===== config.mk =====
export PLATFORM = sky130hd
export DESIGN_NAME = seg_scan_driver
export DESIGN_NICKNAME = d
export VERILOG_FILES = /design/src/rtl/seg_pkg.sv /design/src/rtl/bcd_seg_decode.sv /design/src/rtl/seg_scan_driver.sv
export SDC_FILE = /design/constraint.sdc
export NUM_CORES = 1
export LEC_CHECK = 0
export BUFFER_PORTS_ARGS = -buffer_cell sky130_fd_sc_hd__buf_2
export CAP_MARGIN = 0
export CORE_MARGIN = 5
export CORE_UTILIZATION = 45
export CTS_BUF_LIST = sky130_fd_sc_hd__clkbuf_2
export DETAILED_ROUTE_END_ITERATION = 7
export SKIP_LAST_GASP = 1
export SLEW_MARGIN = 10
export SYNTH_ARGS = -nofsm -noshare
export SYNTH_HDL_FRONTEND = slang
export SYNTH_SLANG_ARGS = --single-unit

===== constraint.sdc =====
create_clock -name clk -period 4.4 [get_ports clk]
set_clock_uncertainty 0.05 [all_clocks]
set_input_delay 0.22 -clock clk [delete_from_list [all_inputs] [get_ports clk]]
set_output_delay 0.22 -clock clk [all_outputs]
set_load 0.02 [all_outputs]

===== src/rtl/seg_pkg.sv =====
// Shared definitions for the multiplexed seven-segment driver: segment codes,
// scan FSM states and the BCD-to-segment decode function.
package seg_pkg;

    // Segment order is a..g with a in the MSB; 1 = segment lit.
    localparam logic [6:0] SEG_0     = 7'b1111110;
    localparam logic [6:0] SEG_1     = 7'b0110000;
    localparam logic [6:0] SEG_2     = 7'b1101101;
    localparam logic [6:0] SEG_3     = 7'b1111001;
    localparam logic [6:0] SEG_4     = 7'b0110011;
    localparam logic [6:0] SEG_5     = 7'b1011011;
    localparam logic [6:0] SEG_6     = 7'b1011111;
    localparam logic [6:0] SEG_7     = 7'b1110000;
    localparam logic [6:0] SEG_8     = 7'b1111111;
    localparam logic [6:0] SEG_9     = 7'b1111011;
    localparam logic [6:0] SEG_BLANK = 7'b0000000;

    typedef enum logic [1:0] {
        IDLE  = 2'd0,
        ON    = 2'd1,
        GUARD = 2'd2
    } seg_state_t;

    function automatic logic [6:0] seg_decode(input logic [3:0] bcd);
        case (bcd)
            4'd0:    seg_decode = SEG_0;
            4'd1:    seg_decode = SEG_1;
            4'd2:    seg_decode = SEG_2;
            4'd3:    seg_decode = SEG_3;
            4'd4:    seg_decode = SEG_4;
            4'd5:    seg_decode = SEG_5;
            4'd6:    seg_decode = SEG_6;
            4'd7:    seg_decode = SEG_7;
            4'd8:    seg_decode = SEG_8;
            4'd9:    seg_decode = SEG_9;
            default: seg_decode = SEG_BLANK;
        endcase
    endfunction

endpackage


===== src/rtl/bcd_seg_decode.sv =====
// Combinational BCD digit to seven-segment pattern; non-decimal codes blank.
module bcd_seg_decode
    import seg_pkg::*;
(
    input  logic [3:0] bcd,
    output logic [6:0] seg
);

    assign seg = seg_decode(bcd);

endmodule


===== src/rtl/seg_scan_driver.sv =====
// Time-multiplexed common-anode seven-segment driver with dwell/guard scan
// cadence and frame-aligned buffer commit. Define LEADING_ZERO_BLANK_EN to
// suppress leading zero digits.
module seg_scan_driver
    import seg_pkg::*;
#(
    parameter int NUM_DIGITS   = 4,
    parameter int DWELL_CYCLES = 50000,
    parameter int GUARD_CYCLES = 1000
) (
    input  logic                          clk,
    input  logic                          rst_n,
    input  logic                          en,
    input  logic                          load,
    input  logic [4*NUM_DIGITS-1:0]       bcd_in,
    input  logic [NUM_DIGITS-1:0]         dp_in,
    output logic [6:0]                    seg_out,
    output logic                          dp_out,
    output logic [NUM_DIGITS-1:0]         an_n,
    output logic [$clog2(NUM_DIGITS)-1:0] digit_idx,
    output logic                          frame_tick
);

    localparam int IDX_W   = $clog2(NUM_DIGITS);
    localparam int CNT_MAX = (DWELL_CYCLES > GUARD_CYCLES) ? DWELL_CYCLES : GUARD_CYCLES;
    localparam int CNT_W   = (CNT_MAX > 1) ? $clog2(CNT_MAX) : 1;

    // All scan FSM state lives in this one struct so it can be probed as a unit.
    typedef struct packed {
        seg_state_t       state;
        logic [CNT_W-1:0] cnt;
        logic [IDX_W-1:0] idx;
    } scan_t;

    scan_t scan_q, scan_d;

    logic [NUM_DIGITS-1:0][3:0] pend_q, disp_q, disp_d;
    logic [NUM_DIGITS-1:0]      pend_dp_q, disp_dp_q, disp_dp_d;
    logic                       pend_valid_q;
    logic                       commit, advance, tick_d;
    logic [3:0]                 cur_bcd;
    logic [6:0]                 cur_seg;
    logic                       show;

    always_comb begin
        scan_d  = scan_q;
        commit  = 1'b0;
        advance = 1'b0;
        tick_d  = 1'b0;
        if (!en) begin
            scan_d = '{state: IDLE, cnt: '0, idx: '0};
        end else begin
            case (scan_q.state)
                IDLE: begin
                    commit = 1'b1;
                    scan_d = '{state: ON, cnt: '0, idx: '0};
                end
                ON: begin
                    if (scan_q.cnt == CNT_W'(DWELL_CYCLES - 1)) begin
                        scan_d.cnt = '0;
                        if (GUARD_CYCLES == 0) advance = 1'b1;
                        else                   scan_d.state = GUARD;
                    end else begin
                        scan_d.cnt = scan_q.cnt + 1'b1;
                    end
                end
                GUARD: begin
                    if (scan_q.cnt == CNT_W'(GUARD_CYCLES - 1)) begin
                        scan_d.cnt = '0;
                        advance    = 1'b1;
                    end else begin
                        scan_d.cnt = scan_q.cnt + 1'b1;
                    end
                end
                default: scan_d = '{state: IDLE, cnt: '0, idx: '0};
            endcase
            if (advance) begin
                scan_d.state = ON;
                if (scan_q.idx == IDX_W'(NUM_DIGITS - 1)) begin
                    scan_d.idx = '0;
                    tick_d     = 1'b1;
                    commit     = 1'b1;
                end else begin
                    scan_d.idx = scan_q.idx + 1'b1;
                end
            end
        end
    end

    // A load landing on a commit edge bypasses the pending buffer entirely.
    always_comb begin
        disp_d    = disp_q;
        disp_dp_d = disp_dp_q;
        if (commit) begin
            if (load) begin
                disp_d    = bcd_in;
                disp_dp_d = dp_in;
            end else if (pend_valid_q) begin
                disp_d    = pend_q;
                disp_dp_d = pend_dp_q;
            end
        end
    end

    assign cur_bcd = disp_d[scan_d.idx];

    bcd_seg_decode u_decode (
        .bcd (cur_bcd),
        .seg (cur_seg)
    );

`ifdef LEADING_ZERO_BLANK_EN
    logic [IDX_W-1:0] lead_idx;

    always_comb begin
        lead_idx = '0;
        for (int i = 1; i < NUM_DIGITS; i++) begin
            if (disp_d[i] != 4'd0) lead_idx = IDX_W'(i);
        end
    end

    assign show = (scan_d.idx <= lead_idx);
`else
    assign show = 1'b1;
`endif

    always_ff @(posedge clk or negedge rst_n) begin
        if (!rst_n) begin
            scan_q       <= '{state: IDLE, cnt: '0, idx: '0};
            pend_q       <= '0;
            pend_dp_q    <= '0;
            pend_valid_q <= 1'b0;
            disp_q       <= '0;
            disp_dp_q    <= '0;
            seg_out      <= SEG_BLANK;
            dp_out       <= 1'b0;
            an_n         <= '1;
            frame_tick   <= 1'b0;
        end else begin
            scan_q     <= scan_d;
            disp_q     <= disp_d;
            disp_dp_q  <= disp_dp_d;
            frame_tick <= tick_d;
            if (load) begin
                pend_q    <= bcd_in;
                pend_dp_q <= dp_in;
            end
            if (commit)    pend_valid_q <= 1'b0;
            else if (load) pend_valid_q <= 1'b1;
            // Outputs follow the next state so they change on the defining edge.
            if (scan_d.state == ON) begin
                seg_out <= show ? cur_seg : SEG_BLANK;
                dp_out  <= disp_dp_d[scan_d.idx];
                an_n    <= show ? ~(NUM_DIGITS'(1) << scan_d.idx) : '1;
            end else begin
                seg_out <= SEG_BLANK;
                dp_out  <= 1'b0;
                an_n    <= '1;
            end
        end
    end

    assign digit_idx = scan_q.idx;

endmodule

==> run metrics <==
result of the run finished clean; signed area change from the synthesized netlist to the final layout 14.08%; antenna violations before repair 0; Fill cells 778; combinational family with the most area after synthesis simple AND/OR/NAND/NOR gates; adder-cell share of the synthesized area 3.435%; cell seen most often among critical-path stages sky130_fd_sc_hd__o211ai_1; clock tree root buffer cell sky130_fd_sc_hd__clkbuf_2; wire length of the first global-routing pass 15,150 microns; maximum net fanout on the critical path 17; pin count of the biggest net entering global routing 75; sink of the worst hold path pend_q[1]$_DFFE_PN0P_; post-synthesis share of cell area spent on and, or, nand and nor gates 17.27%; clock transition time at the flip-flop clock pins of the worst setup and hold paths 220 ps; post-synthesis instance area 4006 sq um; number of buffer and inverter stages on the critical path 2; share of synthesized area spent on multiplexers 10.15%; setup repair after global routing missed its margin no; number of sinks handled by clock tree synthesis 74; max frequency 0.2662 GHz; kind of path behind the tightest hold check primary input to register; reg-to-reg startpoint scan_q[6]$_DFF_PN0_; Hold Vio Cnt, Final 0; aggregate global routing overflow 0; CTS-repair resized insts 0; gate count after technology mapping 386; share of the clock period used by the worst path 85.37%; kind of launch point of the worst setup path register; combined global-route utilization of all metal layers 16.90%; Worst Tran Pin Value 950.3 ps; post-detailed-route via-to-cell ratio 5.486; most common library cell in the layout ignoring fill and taps sky130_fd_sc_hd__dfrtp_1; relative max-transition margin 36.65%; top-level port count 39; signal arrival time at the worst endpoint 4170 ps; r2r setup slk 640 ps; post-detailed-routing wire length 8788 microns; Slew Viols, Final 0; beginning of the worst hold path load; power per cell area 362.1 nW/um^2; Die X-Extent 104.4 microns; number of distinct library cell variants in the gate-level netlist after synthesis 57; clock tree from TritonCTS done; share of the synthesized area in compound gates (AO/OA/AOI/OAI) 14.71%; post-placement cell count 513; final-report setup violation count 0; CTS buffer count 9; Max VDD drop 0.1735 mV; predominant post-synthesis flop cell sky130_fd_sc_hd__dfrtp_1; Post-synth EDFFs 0; port buffer count 38; final-layout setup total negative slack 0 ps; final net count 473; required time reported for the critical path endpoint 4820 ps; final instance count without filler cells 551; routed via count 3,023; number of remaining DRC errors 0; Detail Route Antenna Nets 0; delay contributed by the slowest stage of the critical path 650 ps; placeable core area 8678 sq um; worst skew pair latency 530 ps; detailed-routing iteration count for the pre-antenna-repair pass 5; initial core utilization 46.16%; reg-to-reg endpoint seg_out[0]$_DFF_PN0_; class of the most critical setup path register to register; proportion of layout cells with a drive suffix above 1 23.25%; Iteration-0 DRC Markers 160; number of global-route vias before repair 3,007; commonest cells after routing, fill and taps aside sky130_fd_sc_hd__dfrtp_1 (70), sky130_fd_sc_hd__nor2_1 (47), sky130_fd_sc_hd__buf_2 (37), sky130_fd_sc_hd__mux2_2 (24), sky130_fd_sc_hd__dlygate4sd3_1 (22); cell-by-cell trace of the critical path nor3_1 > and4_1 > a21oi_1 > a31oi_4 > inv_2 > o211ai_1 > and2_1 > mux2_2 > inv_1 > ha_1 > or4_1 > o211ai_1; number of nets produced by synthesis 421; sequential fraction of the synthesis area 46.35%; die area 10,890 sq um; crit path time final 3756 ps; mean cell area of the mapped netlist 10.38 sq um; hpwl dp 6016 microns; maximum clock insertion buffer count 2; Synth Register Bits 74; final RePlAce weighted congestion 0.8078; Pleak 2.013 nW; asr flop ratio synth 100.0%; number of instances on the worst hold path 3; family of cells with the greatest summed delay on the critical path simple AND/OR/NAND/NOR gates; R2R cell count 12; number of levels in the clock H-tree 3; Antenna Diode Count 0; routed length per placed instance 15.95 microns; xor and xnor area share after synthesis 3.498%; Synth warnings 0; total of max-cap violations 0; CP Capture Type register; Worst path slowest cell sky130_fd_sc_hd__and4_1; Die H 104.4 microns; number of placement rows 34
[how the worst max path moves through the flow]
stage                               startpoint                   end  slack (ps)  cells after the start
after floorplan           scan_q[18]$_DFF_PN0_  seg_out[0]$_DFF_PN0_        1260                     12
after detailed placement   scan_q[6]$_DFF_PN0_  seg_out[0]$_DFF_PN0_         710                     12
after CTS                  scan_q[6]$_DFF_PN0_  seg_out[0]$_DFF_PN0_         640                     12
final                      scan_q[6]$_DFF_PN0_  seg_out[0]$_DFF_PN0_         640                     12
after global placement    scan_q[17]$_DFF_PN0_  seg_out[0]$_DFF_PN0_         840                     12
after global routing       scan_q[6]$_DFF_PN0_  seg_out[0]$_DFF_PN0_         340                     12
[registers in the layout, summed over array words and instances (netlist names)]
name          count
scan_q           18
an_n              4
disp_dp_q         4
pend_dp_q         4
digit_idx         2
seg_out           7
dp_out            1
disp_q           16
pend_valid_q      1
pend_q           16
frame_tick        1
[cell usage after synthesis (3+ instances only)]
cell type	number	share of area, %
sky130_fd_sc_hd__and4_1	3	0.66
sky130_fd_sc_hd__a21oi_1	20	2.5
sky130_fd_sc_hd__and2_1	5	0.78
sky130_fd_sc_hd__and3_1	3	0.47
sky130_fd_sc_hd__a21o_1	3	0.56
sky130_fd_sc_hd__nor3_1	6	0.75
sky130_fd_sc_hd__nand2_1	14	1.3
sky130_fd_sc_hd__buf_4	4	0.75
sky130_fd_sc_hd__clkbuf_1	10	0.94
sky130_fd_sc_hd__xor2_1	7	1.5
sky130_fd_sc_hd__xnor2_1	9	2.0
sky130_fd_sc_hd__nand3_1	14	1.7
sky130_fd_sc_hd__inv_1	18	1.7
sky130_fd_sc_hd__o221a_2	7	2.0
sky130_fd_sc_hd__o211ai_1	5	0.94
sky130_fd_sc_hd__o22ai_1	9	1.4
sky130_fd_sc_hd__buf_2	3	0.37
sky130_fd_sc_hd__a31oi_1	4	0.62
sky130_fd_sc_hd__dfrtp_1	70	44
sky130_fd_sc_hd__mux2i_1	8	2.0
sky130_fd_sc_hd__nand2b_1	17	2.7
sky130_fd_sc_hd__a211o_1	4	0.87
sky130_fd_sc_hd__ha_1	11	3.4
sky130_fd_sc_hd__dfstp_2	4	2.6
sky130_fd_sc_hd__nand4_1	8	1.2
sky130_fd_sc_hd__o21ai_0	8	1.0
sky130_fd_sc_hd__nor2_1	47	4.4
sky130_fd_sc_hd__a211oi_1	3	0.56
sky130_fd_sc_hd__mux2_2	24	6.7
[report_power, final]
| part | leakage (nW) | total (mW) | switching (mW) | internal [mW] |
|---|---|---|---|---|
| Sequential | 0.919 | 0.816 | 0.0435 | 0.773 |
| Combinational | 1.02 | 0.451 | 0.248 | 0.203 |
| Clock | 0.0697 | 0.388 | 0.258 | 0.130 |
[routing by layer]
layer	global-route usage [%]	vias up	routed length, microns
met2	25.75	62	4046
met1	23.31	1475	4290
met3	5.400	12	333
li1	-	1474	-
met5	0	-	0
met4	4.255	0	117
[metrics by stage]
step	util, %	worst slack [ps]	hold slack [ps]	area, sq um	power (mW)
after floorplan	-	1259	-125.6	4006	1.138
after global placement	48.82	842.5	367.8	4237	1.256
after detailed placement	48.82	710.2	379.2	4237	1.262
after CTS	52.67	639.0	107.7	4571	1.668
after global routing	52.67	340.0	112.3	4571	1.756
final	52.67	643.9	158.1	4571	1.655
[area by class of cell]
cell class              count  area [sq um]  area share (%)
clock buffers               9         45.04          0.9855
flip-flops and latches     74          1857           40.62
repair buffers             62         427.9           9.362
clock inverters             7         68.82           1.506
well taps                 108         135.1           2.956
multi-input cells         272          1966           43.01
inverters                  19         71.32           1.560
[what timing repair did]
action,CTS,global route
hold buffers,22,0
buffers inserted,0,0
endpoints found under the hold margin,100,0
[worst min-delay path, cell delays in order]
cell and delay (ps):
sky130_fd_sc_hd__buf_2 300, sky130_fd_sc_hd__nand2_1 120, sky130_fd_sc_hd__o21ai_0 70
[kinds of logic after synthesis]
| kind of cell | count (synthesis) |
|---|---|
| AOI/OAI and AO/OA | 80 |
| muxes | 35 |
| buffers and inverters | 40 |
| and+or+nand+nor | 130 |
| xor gates and xnor gates | 16 |
| DFF | 74 |
| adders and majority gates | 11 |
Note: power is estimated with default switching activity, not from simulation.
